==> config.mk <==
export PLATFORM = sky130hd
export DESIGN_NAME = axi_bridge_2m_arbiter
export DESIGN_NICKNAME = d
export VERILOG_FILES = /design/src/rtl/axi_bridge_2m_arbiter.sv
export SDC_FILE = /design/constraint.sdc
export NUM_CORES = 1
export LEC_CHECK = 0
export ABC_AREA = 1
export CAP_MARGIN = 20
export CORE_AREA = 10 10 294 296
export DETAILED_ROUTE_END_ITERATION = 7
export DIE_AREA = 0 0 304 306
export PLACE_DENSITY_LB_ADDON = 0.15
export SKIP_CTS_REPAIR_TIMING = 1
export SYNTH_ARGS = -nofsm -noshare
export SYNTH_HDL_FRONTEND = slang
export SYNTH_SLANG_ARGS = --single-unit
==> constraint.sdc <==
create_clock -name ACLK -period 1.69 [get_ports ACLK]
set_clock_uncertainty 0.05 [all_clocks]
set_input_delay 0.2535 -clock ACLK [delete_from_list [all_inputs] [get_ports ACLK]]
set_output_delay 0.2535 -clock ACLK [all_outputs]
set_load 0.01 [all_outputs]
==> src/rtl/axi_bridge_2m_arbiter.sv <==
// axi_bridge_2m_arbiter: two-master AXI3 arbiter serialising bursts onto one bridge slave port
`timescale 1ns/1ps
module axi_bridge_2m_arbiter #(
  parameter int ADDR_WIDTH = 32,
  parameter int AXI_DWIDTH = 64,
  parameter int ID_WIDTH   = 5
) (
  input  logic                    ACLK,
  input  logic                    ARESETN,
  input  logic [ADDR_WIDTH-1:0]   M0_AWADDR,
  input  logic [3:0]              M0_AWLEN,
  input  logic [2:0]              M0_AWSIZE,
  input  logic [1:0]              M0_AWBURST,
  input  logic [ID_WIDTH-1:0]     M0_AWID,
  input  logic                    M0_AWVALID,
  output logic                    M0_AWREADY,
  input  logic [AXI_DWIDTH-1:0]   M0_WDATA,
  input  logic [AXI_DWIDTH/8-1:0] M0_WSTRB,
  input  logic                    M0_WLAST,
  input  logic                    M0_WVALID,
  output logic                    M0_WREADY,
  output logic [ID_WIDTH-1:0]     M0_BID,
  output logic [1:0]              M0_BRESP,
  output logic                    M0_BVALID,
  input  logic                    M0_BREADY,
  input  logic [ADDR_WIDTH-1:0]   M0_ARADDR,
  input  logic [3:0]              M0_ARLEN,
  input  logic [2:0]              M0_ARSIZE,
  input  logic [1:0]              M0_ARBURST,
  input  logic [ID_WIDTH-1:0]     M0_ARID,
  input  logic                    M0_ARVALID,
  output logic                    M0_ARREADY,
  output logic [ID_WIDTH-1:0]     M0_RID,
  output logic [AXI_DWIDTH-1:0]   M0_RDATA,
  output logic [1:0]              M0_RRESP,
  output logic                    M0_RLAST,
  output logic                    M0_RVALID,
  input  logic                    M0_RREADY,
  input  logic [ADDR_WIDTH-1:0]   M1_AWADDR,
  input  logic [3:0]              M1_AWLEN,
  input  logic [2:0]              M1_AWSIZE,
  input  logic [1:0]              M1_AWBURST,
  input  logic [ID_WIDTH-1:0]     M1_AWID,
  input  logic                    M1_AWVALID,
  output logic                    M1_AWREADY,
  input  logic [AXI_DWIDTH-1:0]   M1_WDATA,
  input  logic [AXI_DWIDTH/8-1:0] M1_WSTRB,
  input  logic                    M1_WLAST,
  input  logic                    M1_WVALID,
  output logic                    M1_WREADY,
  output logic [ID_WIDTH-1:0]     M1_BID,
  output logic [1:0]              M1_BRESP,
  output logic                    M1_BVALID,
  input  logic                    M1_BREADY,
  input  logic [ADDR_WIDTH-1:0]   M1_ARADDR,
  input  logic [3:0]              M1_ARLEN,
  input  logic [2:0]              M1_ARSIZE,
  input  logic [1:0]              M1_ARBURST,
  input  logic [ID_WIDTH-1:0]     M1_ARID,
  input  logic                    M1_ARVALID,
  output logic                    M1_ARREADY,
  output logic [ID_WIDTH-1:0]     M1_RID,
  output logic [AXI_DWIDTH-1:0]   M1_RDATA,
  output logic [1:0]              M1_RRESP,
  output logic                    M1_RLAST,
  output logic                    M1_RVALID,
  input  logic                    M1_RREADY,
  output logic [ADDR_WIDTH-1:0]   S_AWADDR,
  output logic [3:0]              S_AWLEN,
  output logic [2:0]              S_AWSIZE,
  output logic [1:0]              S_AWBURST,
  output logic [ID_WIDTH-1:0]     S_AWID,
  output logic                    S_AWVALID,
  input  logic                    S_AWREADY,
  output logic [AXI_DWIDTH-1:0]   S_WDATA,
  output logic [AXI_DWIDTH/8-1:0] S_WSTRB,
  output logic                    S_WLAST,
  output logic                    S_WVALID,
  input  logic                    S_WREADY,
  input  logic [ID_WIDTH-1:0]     S_BID,
  input  logic [1:0]              S_BRESP,
  input  logic                    S_BVALID,
  output logic                    S_BREADY,
  output logic [ADDR_WIDTH-1:0]   S_ARADDR,
  output logic [3:0]              S_ARLEN,
  output logic [2:0]              S_ARSIZE,
  output logic [1:0]              S_ARBURST,
  output logic [ID_WIDTH-1:0]     S_ARID,
  output logic                    S_ARVALID,
  input  logic                    S_ARREADY,
  input  logic [ID_WIDTH-1:0]     S_RID,
  input  logic [AXI_DWIDTH-1:0]   S_RDATA,
  input  logic [1:0]              S_RRESP,
  input  logic                    S_RLAST,
  input  logic                    S_RVALID,
  output logic                    S_RREADY,
  output logic [1:0]              GRANT,
  output logic                    PROTO_ERR
);
  typedef enum logic [2:0] {IDLE, WR_ADDR, WR_DATA, WR_RESP, RD_ADDR, RD_DATA} state_t;
  state_t state, state_d;
  logic       rr_ptr;
  logic [3:0] cnt;
  logic [3:0] len;
  logic g, req0, req1, win1, win_aw;
  logic aw_ph, w_ph, b_ph, ar_ph, r_ph;
  logic g_awvalid, g_wvalid, g_wlast, g_bready, g_arvalid, g_rready;
  logic aw_hs, w_hs, b_hs, ar_hs, r_hs, done;
  assign g    = GRANT[1];
  assign req0 = M0_AWVALID | M0_ARVALID;
  assign req1 = M1_AWVALID | M1_ARVALID;
  assign win1 = req1 & (~req0 | rr_ptr);
  assign win_aw = win1 ? M1_AWVALID : M0_AWVALID;
  assign aw_ph = state == WR_ADDR;
  assign w_ph  = state == WR_DATA;
  assign b_ph  = state == WR_RESP;
  assign ar_ph = state == RD_ADDR;
  assign r_ph  = state == RD_DATA;
  assign g_awvalid = g ? M1_AWVALID : M0_AWVALID;
  assign g_wvalid  = g ? M1_WVALID  : M0_WVALID;
  assign g_wlast   = g ? M1_WLAST   : M0_WLAST;
  assign g_bready  = g ? M1_BREADY  : M0_BREADY;
  assign g_arvalid = g ? M1_ARVALID : M0_ARVALID;
  assign g_rready  = g ? M1_RREADY  : M0_RREADY;
  assign S_AWADDR  = g ? M1_AWADDR  : M0_AWADDR;
  assign S_AWLEN   = g ? M1_AWLEN   : M0_AWLEN;
  assign S_AWSIZE  = g ? M1_AWSIZE  : M0_AWSIZE;
  assign S_AWBURST = g ? M1_AWBURST : M0_AWBURST;
  assign S_AWID    = g ? M1_AWID    : M0_AWID;
  assign S_AWVALID = aw_ph & g_awvalid;
  assign S_WDATA   = g ? M1_WDATA   : M0_WDATA;
  assign S_WSTRB   = g ? M1_WSTRB   : M0_WSTRB;
  assign S_WLAST   = cnt == len;
  assign S_WVALID  = w_ph & g_wvalid;
  assign S_BREADY  = b_ph & g_bready;
  assign S_ARADDR  = g ? M1_ARADDR  : M0_ARADDR;
  assign S_ARLEN   = g ? M1_ARLEN   : M0_ARLEN;
  assign S_ARSIZE  = g ? M1_ARSIZE  : M0_ARSIZE;
  assign S_ARBURST = g ? M1_ARBURST : M0_ARBURST;
  assign S_ARID    = g ? M1_ARID    : M0_ARID;
  assign S_ARVALID = ar_ph & g_arvalid;
  assign S_RREADY  = r_ph & g_rready;
  assign M0_AWREADY = ~g & aw_ph & S_AWREADY;
  assign M1_AWREADY =  g & aw_ph & S_AWREADY;
  assign M0_WREADY  = ~g & w_ph & S_WREADY;
  assign M1_WREADY  =  g & w_ph & S_WREADY;
  assign M0_BVALID  = ~g & b_ph & S_BVALID;
  assign M1_BVALID  =  g & b_ph & S_BVALID;
  assign M0_ARREADY = ~g & ar_ph & S_ARREADY;
  assign M1_ARREADY =  g & ar_ph & S_ARREADY;
  assign M0_RVALID  = ~g & r_ph & S_RVALID;
  assign M1_RVALID  =  g & r_ph & S_RVALID;
  assign M0_BID = S_BID;
  assign M1_BID = S_BID;
  assign M0_BRESP = S_BRESP;
  assign M1_BRESP = S_BRESP;
  assign M0_RID = S_RID;
  assign M1_RID = S_RID;
  assign M0_RDATA = S_RDATA;
  assign M1_RDATA = S_RDATA;
  assign M0_RRESP = S_RRESP;
  assign M1_RRESP = S_RRESP;
  assign M0_RLAST = S_RLAST;
  assign M1_RLAST = S_RLAST;
  assign aw_hs = S_AWVALID & S_AWREADY;
  assign w_hs  = S_WVALID & S_WREADY;
  assign b_hs  = S_BREADY & S_BVALID;
  assign ar_hs = S_ARVALID & S_ARREADY;
  assign r_hs  = S_RREADY & S_RVALID;
  assign done  = b_hs | (r_hs & S_RLAST);
  // state register
  always_ff @(posedge ACLK)
    state <= ~ARESETN ? IDLE : state_d;
  // next-state: one burst at a time, AW preferred over AR for the winner
  always_comb begin
    state_d = state;
    case (state)
      IDLE:    state_d = (req0 | req1) ? (win_aw ? WR_ADDR : RD_ADDR) : IDLE;
      WR_ADDR: state_d = aw_hs ? WR_DATA : WR_ADDR;
      WR_DATA: state_d = (w_hs & S_WLAST) ? WR_RESP : WR_DATA;
      WR_RESP: state_d = b_hs ? IDLE : WR_RESP;
      RD_ADDR: state_d = ar_hs ? RD_DATA : RD_ADDR;
      RD_DATA: state_d = (r_hs & S_RLAST) ? IDLE : RD_DATA;
      default: state_d = IDLE;
    endcase
  end
  // grant, round-robin pointer, beat counter and the sticky WLAST check
  always_ff @(posedge ACLK) begin
    if (~ARESETN) begin
      GRANT     <= 2'b00;
      rr_ptr    <= 1'b0;
      cnt       <= 4'd0;
      len       <= 4'd0;
      PROTO_ERR <= 1'b0;
    end else begin
      if (state == IDLE && (req0 | req1)) GRANT <= {win1, ~win1};
      if (done) begin
        GRANT  <= 2'b00;
        rr_ptr <= ~rr_ptr;
      end
      if (aw_hs) begin
        len <= S_AWLEN;
        cnt <= 4'd0;
      end
      if (w_hs) cnt <= cnt + 4'd1;
      if (w_hs && g_wlast != S_WLAST) PROTO_ERR <= 1'b1;
    end
  end
endmodule

# --- Word-level counts from Yosys, hierarchy flattened ---
# Cells that the tools add are included.
classes:
  n_reduce_logical: 5
  bitwise_logic: 43
  eq_ne: 7
  add_sub_neg: 1
  mux: 29
op_table:
  columns: ["operator", "n"]
  rows:
  - ["two-way mux 32 bit", 2]
  - ["two-way mux 64 bit", 1]
  - ["bitwise AND 1 bit", 33]
  - ["case mux 3 bit (6 select lines)", 1]
  - ["two-way mux 4 bit", 4]
  - ["two-way mux 3 bit", 5]
  - ["two-way mux 5 bit", 2]
  - ["two-way mux 1 bit", 9]
  - ["two-way mux 2 bit", 4]
  - ["two-way mux 8 bit", 1]
  - ["equality test 3 x 2 -> 1 bit, second input constant", 2]
  - ["equality test 3 bit, second input constant", 2]
  - ["NOT 1 bit", 5]
  - ["bitwise OR 1 bit", 5]
  - ["adder 4 x 1 -> 4 bit, second input constant", 1]
  - ["equality test 4 bit", 1]
  - ["equality test 3 x 1 -> 1 bit, second input constant", 1]
  - ["logical NOT 3 bit", 1]
  - ["logical AND 1 bit", 2]
  - ["nonzero test 2 bit", 1]
  - ["OR reduction 2 bit", 1]
  - ["!= test 1 bit", 1]
totals:
  out_inout_bits: 341
  input_bits: 426
  regBits: 15
  elab_cells: 91

# --- Depth between registers and ports, before layout ---
# Gate-level depths: netlist of the first run.
logic_depth:
  depth_word: 8
  mapped_depth: 11
  mapped_depth_nobuf: 9

# --- Worst setup path after synthesis of the first run ---
# Ideal clock, no wire load.
synth_path:
  kind: "register to output"
  from: "register GRANT[1]"
  to: "output port S_ARADDR[0]"
  slack_ns: 0.225
  n_path_buf: 4
  t_arrival_ns: 1.162
  stages_incl_launch_ff: 7
  required_time_ns: 1.387
  path_cell_list: "dfxtp_1 > buf_6 > buf_4 > buf_2 > buf_2 > nand2_1 > nand2_1"
synth_via:
  elab_chain_len: 1
synth_rtl:
  columns: ["item", "line_no", "rtl"]
  rows:
  - ["start: declaration", "97", "output logic [1:0] GRANT,"]
  - ["start signal: assignment", "196", "if (state == IDLE && (req0 | req1)) GRANT <= {win1, ~win1};"]
  - ["two-way mux 32 bit", "136", "assign S_ARADDR = g ? M1_ARADDR : M0_ARADDR;"]
  - ["end: declaration", "84", "output logic [ADDR_WIDTH-1:0] S_ARADDR,"]
# Every way passes these cells.

# --- Final worst setup path of the first run ---
layout_path:
  from: "register GRANT[1]"
  to: "output port S_WDATA[57]"
layout_via:
  elab_chain_len: 1
layout_rtl:
  columns: ["item", "line_no", "rtl"]
  rows:
  - ["two-way mux 64 bit", "131", "assign S_WDATA = g ? M1_WDATA : M0_WDATA;"]
  - ["end: declaration", "75", "output logic [AXI_DWIDTH-1:0] S_WDATA,"]
# Every way passes these cells.

==> run_results.csv, run 1 <==
group,metric,value,unit
logic_synthesis,synthAdderAreaFrac,0.00291,
clock_network,numCtsBuffers,3,
logic_synthesis,synth_top_family_by_area,"simple AND/OR/NAND/NOR gates",
power,vdd.ir_drop.worst,0.263,mV
grt,grt.total_usage,0.0798,
die,placementRows,104,
logic_synthesis,syn_area,4300,um^2
place,io_buffers,532,
die,die_area,93000,um^2
finish,multiInputGateArea,2620,um^2
logic_synthesis,synthSimpleGateAreaFrac,0.527,
sta,timing.fmax,0.485,GHz
finish,antenna_cells,0,
clock_network,cts_buffer_depth,2,
grt,grt_pass1_wl,54300,um
detailed_routing,wirelength,43900,um
critical_path,rr_worst_depth,12,
sta,setup_viol_count_final,154,
logic_synthesis,synth_cells,863,
sta,drv_slew,0,
finish,regArea,305,um^2
detailed_routing,via_per_inst,2.81,
power,power_density,457,nW/um^2
finish,final_core_util,0.134,
detailed_routing,vias,6632,
logic_synthesis,ys_seq_elements,15,
detailed_routing,wl_per_cell,18.6,um
logic_synthesis,syn_area_per_cell,4.98,um^2
sta,worst_slack,-370,ps
detailed_routing,drt_iter0_drc,241,
finish,area_growth,151,%
place,hpwlAfterDp,35700,um
sta,hold_viol_final,0,
finish,drive_gt1_frac,0.217,
die,die_w,304,um
flow_run,drv_cap,0,
grt,grt_pass1_vias,6665,
critical_path,critical_path_peak_fanout,6,
detailed_routing,first_pass_iters,4,
clock_network,clkTransAtPathRegs,60,ps
die,core_area,80300,um^2
finish,nets,1724,
sta,finalCritPeriodShare,1.22,
clock_network,insertion_delay,250,ps
clock_network,clock_sinks,15,
logic_synthesis,syn-num-nets,1290,
place,finalWeightedCongestion,0.749,
clock_network,cts_tree,"done",
logic_synthesis,synth_compound_area_frac,0.0332,
status,violations,"setup timing",
hold_path,hold-path-cell-count,2,
detailed_routing,drtAntennaViolNets,0,
hold_path,min_path_type,"flop to flop",
clock_network,cts_root_buf,"clkbuf_16",
logic_synthesis,yosysUniqueCellTypes,27,
critical_path,startpoint_type,"flop",
critical_path,cp-end-kind,"output pin",
die,initial_utilization,0.0536,
finish,n_fill_cell,9364,
grt,antenna_found_initial,3,
power,leakage,5.26,nW
critical_path,critPathRequiredTime,1390,ps
logic_synthesis,ys_warn_count,0,
place,pre_cts_slack,-545,ps
logic_synthesis,synth-xor-area-share,0.00407,
status,status,"finished, violations left",
logic_synthesis,post_synth_mux_area_share,0,
grt,grt_overflow,0,
critical_path,criticalPathCategory,"flop to output pin",
logic_synthesis,ys_seq_area_frac,0.0698,
die,ios,767,
die,die_h,306,um
grt,grt_max_degree,49,
sta,worst_pin_slew,346,ps
detailed_routing,drcViolationCount,0,
sta,relSlewSlack,0.768,
critical_path,arrival,1760,ps
sta,grt_setup_unrepaired,"true",
sta,min_period,2060,ps
clock_network,htree_num_levels,1,
synth_stat cells:
master,instances,area share
ha_1,1,0.0029
a31oi_1,1,0.0015
nand2_1,537,0.47
clkbuf_1,4,0.0035
buf_4,169,0.29
nand4_1,2,0.0029
nor2_1,23,0.020
o21ai_1,2,0.0023
nand2_4,2,0.0052
inv_2,3,0.0026
o21bai_2,1,0.0026
xor2_1,2,0.0041
nor3_1,5,0.0058
nand3_1,12,0.014
nor2_4,1,0.0026
nand2_2,1,0.0015
dfxtp_1,15,0.070
buf_2,23,0.027
o21ai_0,8,0.0093
a21oi_1,10,0.012
a21oi_2,2,0.0041
o21bai_1,1,0.0017
nor2_2,2,0.0029
buf_6,3,0.0079
nand3_2,1,0.0023
inv_1,31,0.027
or2_1,1,0.0015
through the flow:
step | hold slack, ps | area, um^2 | power, W | TNS, ps | cells
global placement | 403 | 10200 | 0.00435 | -27470 | 2316
detailed placement | 404 | 10200 | 0.00430 | -27440 | 2316
CTS | 413 | 10200 | 0.00484 | -73790 | 2320
global route | 434 | 10800 | 0.00533 | -35460 | 2356
floorplan | 394 | 4300 | 0.00197 | 0 | 863
finish | 405 | 10800 | 0.00492 | -21030 | 2356
worst paths after layout:
kind                          start                endpoint  slack [ps]
min          PROTO_ERR$_SDFFE_PN0P_  PROTO_ERR$_SDFFE_PN0P_         400
max           GRANT[1]$_SDFFE_PP0P_             S_WDATA[57]        -370
max reg2reg   GRANT[1]$_SDFFE_PP0P_     state[0]$_SDFF_PN0_         -70
min reg2reg  PROTO_ERR$_SDFFE_PN0P_  PROTO_ERR$_SDFFE_PN0P_         400
power breakdown:
group          switching [W]  internal, W
registers          0.0000320     0.000391
logic                0.00189      0.00212
clock network       0.000172     0.000317
total                0.00209      0.00283
layer usage:
layer / vias up / part of all wire / global-route usage
li1: 3281 / - / -
met1: 2834 / 0.40 / 0.0872
met2: 460 / 0.46 / 0.135
met3: 51 / 0.12 / 0.0442
met4: 6 / 0.016 / 0.0147
met5: - / 0.00077 / 0
cells in the final DEF, fill, tap and decap left out, types with 7 or more instances in the layout:
cell | Yosys | final
o21ai_0 | 8 | 8
clkbuf_16 | 0 | 12
inv_1 | 31 | 29
clkdlybuf4s50_1 | 0 | 370
buf_2 | 23 | 24
a21oi_1 | 10 | 10
nand3_1 | 12 | 11
buf_4 | 169 | 71
dlymetal6s2s_1 | 0 | 44
nand2_1 | 537 | 497
clkbuf_2 | 0 | 55
nand2_2 | 1 | 36
buf_12 | 0 | 22
nand2_4 | 2 | 7
buf_8 | 0 | 7
buf_6 | 3 | 22
nor2_1 | 23 | 21
dfxtp_1 | 15 | 13
flip-flops by register name (all words and copies together), names as in the netlist:
name       cells
len            4
GRANT          2
cnt            4
rr_ptr         1
state          3
PROTO_ERR      1
cell type report:
| cell class | count | area share |
|---|---|---|
| Clock buffer | 3 | 0.00697 |
| Timing Repair Buffer | 628 | 0.586 |
| Sequential cell | 15 | 0.0283 |
| Tap cell | 1060 | 0.123 |
| Inverter | 34 | 0.0130 |
| Clock inverter | 1 | 0.000464 |
| Multi-Input combinational cell | 615 | 0.243 |
critical path: stages, from the launching register on:
cell	delay, ps
dfxtp_4	460
clkinv_8	110
buf_12	160
clkbuf_16	170
nand2_1	70
nand2_1	40
clkdlybuf4s50_1	490
cells by family (layout without fill, tap and decap cells):
logic type / count (synthesis) / count (layout)
XOR/XNOR: 2 / 2
adder cells (fa/ha/maj): 1 / 1
AO/OA/AOI/OAI: 25 / 25
AND/OR/NAND/NOR: 587 / 587
flip-flops: 15 / 15
buffers and inverters: 233 / 666
Power figures use the tool's default switching activity.
==> inputs of run 2 (changes only) <==
Settings changed: REMOVE_ABC_BUFFERS set to 1.
Clock period 1.69 ns to 2 ns, I/O delays scaled along.
==> run_results.csv, run 2 (same netlist as run 1, synthesis figures left out) <==
group,metric,value,unit
status,status,"finished, final reports clean",
power,leakage,5.89,nW
sta,hold_viol_final,0,
finish,final_cells,2333,
critical_path,startpoint,"GRANT[1]$_SDFFE_PP0P_",
die,die_w,304,um
clock_network,numCtsBuffers,3,
finish,antenna_cells,0,
finish,nets,1701,
clock_network,cts_tree,"done",
finish,n_fill_cell,9306,
finish,final_cell_mix,"500 x nand2_1, 349 x clkdlybuf4s50_1, 112 x dlymetal6s2s_1",
hold_path,min_path_type,"flop to flop",
flow_run,drv_cap,0,
hold_path,worstHoldStart,"PROTO_ERR$_SDFFE_PN0P_",
die,placementRows,104,
detailed_routing,first_pass_iters,6,
critical_path,cp-end-kind,"output pin",
critical_path,critPathRequiredTime,1650,ps
sta,worst_pin_slew,368,ps
clock_network,insertion_delay,250,ps
finish,multiInputGateArea,2580,um^2
detailed_routing,drtAntennaViolNets,0,
grt,antenna_found_initial,20,
critical_path,critical_path_peak_fanout,9,
finish,final_common_cell,"nand2_1",
grt,grt_overflow,0,
sta,timing.fmax,0.513,GHz
grt,grt_pass1_wl,84200,um
place,postPlaceCellArea,10300,um^2
detailed_routing,wl_per_cell,29.4,um
die,core_area,80300,um^2
detailed_routing,drt_iter0_drc,284,
critical_path,regToRegStartpoint,"GRANT[1]$_SDFFE_PP0P_",
sta,relSlewSlack,0.754,
finish,area_growth,163,%
detailed_routing,via_per_inst,3.07,
clock_network,cts_buffer_depth,2,
sta,finalCritPeriodShare,0.975,
power,power_density,390,nW/um^2
power,vdd.ir_drop.worst,0.219,mV
place,hpwlAfterDp,60100,um
sta,min_period,1950,ps
detailed_routing,drcViolationCount,0,
place,place_inst,2302,
finish,regArea,309,um^2
clock_network,cts_root_buf,"clkbuf_16",
finish,drive_gt1_frac,0.166,
sta,drv_slew,0,
critical_path,arrival,1600,ps
grt,grt.total_usage,0.136,
detailed_routing,vias,7151,
die,die_h,306,um
finish,stdcell_area,11300,um^2
die,die_area,93000,um^2
finish,reg_top3,"cnt x4, len x4, state x3",
critical_path,startpoint_type,"flop",
clock_network,clock_sinks,15,
place,finalWeightedCongestion,0.785,
detailed_routing,wirelength,68600,um
sta,grt_setup_unrepaired,"true",
place,io_buffers,532,
die,ios,767,
sta,setup_viol_count_final,0,
die,initial_utilization,0.0536,
grt,grt_pass1_vias,7636,
clock_network,htree_num_levels,1,
clock_network,clkTransAtPathRegs,50,ps
power,finalPower,0.00440,W
critical_path,criticalPathCategory,"flop to output pin",
grt,grt_max_degree,42,
-- run 2: cell count changes in the layout (fill, tap and decap cells not counted), sizes merged --
cell / previous run / this run
clkbuf: 67 / 21
buf: 150 / 126
clkdlybuf4s50: 370 / 349
clkinv: 2 / 1
dlymetal6s2s: 44 / 112
inv: 33 / 34
-- run 2: metal layers --
layer | track usage | up-vias | share of wire
met5 | 0.0671 | - | 0.015
li1 | - | 3237 | -
met4 | 0.00573 | 41 | 0.0034
met1 | 0.147 | 3085 | 0.40
met2 | 0.164 | 735 | 0.34
met3 | 0.167 | 53 | 0.24
-- run 2: final timing paths --
check	end	slack (ps)	cells after the start
worst max-delay path	S_WDATA[42]	50	8
worst min-delay path	PROTO_ERR$_SDFFE_PN0P_	400	2
worst max register to register	state[0]$_SDFF_PN0_	140	10
worst min register to register	PROTO_ERR$_SDFFE_PN0P_	400	2
-- run 2: critical path: stages (launching register included) --
cell and delay [ps]:
dfxtp_4 390, buf_12 140, buf_8 130, clkbuf_16 170
buf_6 120, buf_6 120, nand2_1 70, nand2_2 60
buf_6 130
-- run 2: cell type report --
| class | instances | share of cell area |
|---|---|---|
| timing repair buffer | 604 | 0.606 |
| multi-input combinational | 615 | 0.229 |
| tap | 1060 | 0.117 |
| sequential | 15 | 0.0274 |
| inverter | 34 | 0.0124 |
| clock buffer | 4 | 0.00698 |
| timing repair inverter | 1 | 0.000776 |
-- run 2: where the power goes --
group	switching [W]	internal, W
clock	0.000130	0.000271
sequential	0.0000437	0.000331
combinational	0.00170	0.00193
total	0.00187	0.00253
-- run 2: per-stage QoR --
step	TNS, ps	util	hold WS [ps]	setup WS, ps
global route	-72.4	0.141	444	-19.5
CTS	-31620	0.129	411	-520
detailed placement	-1590	0.129	402	-241
floorplan	-793130	-	348	-4440
finish	0	0.141	403	49.9
global placement	-1800	0.129	399	-244
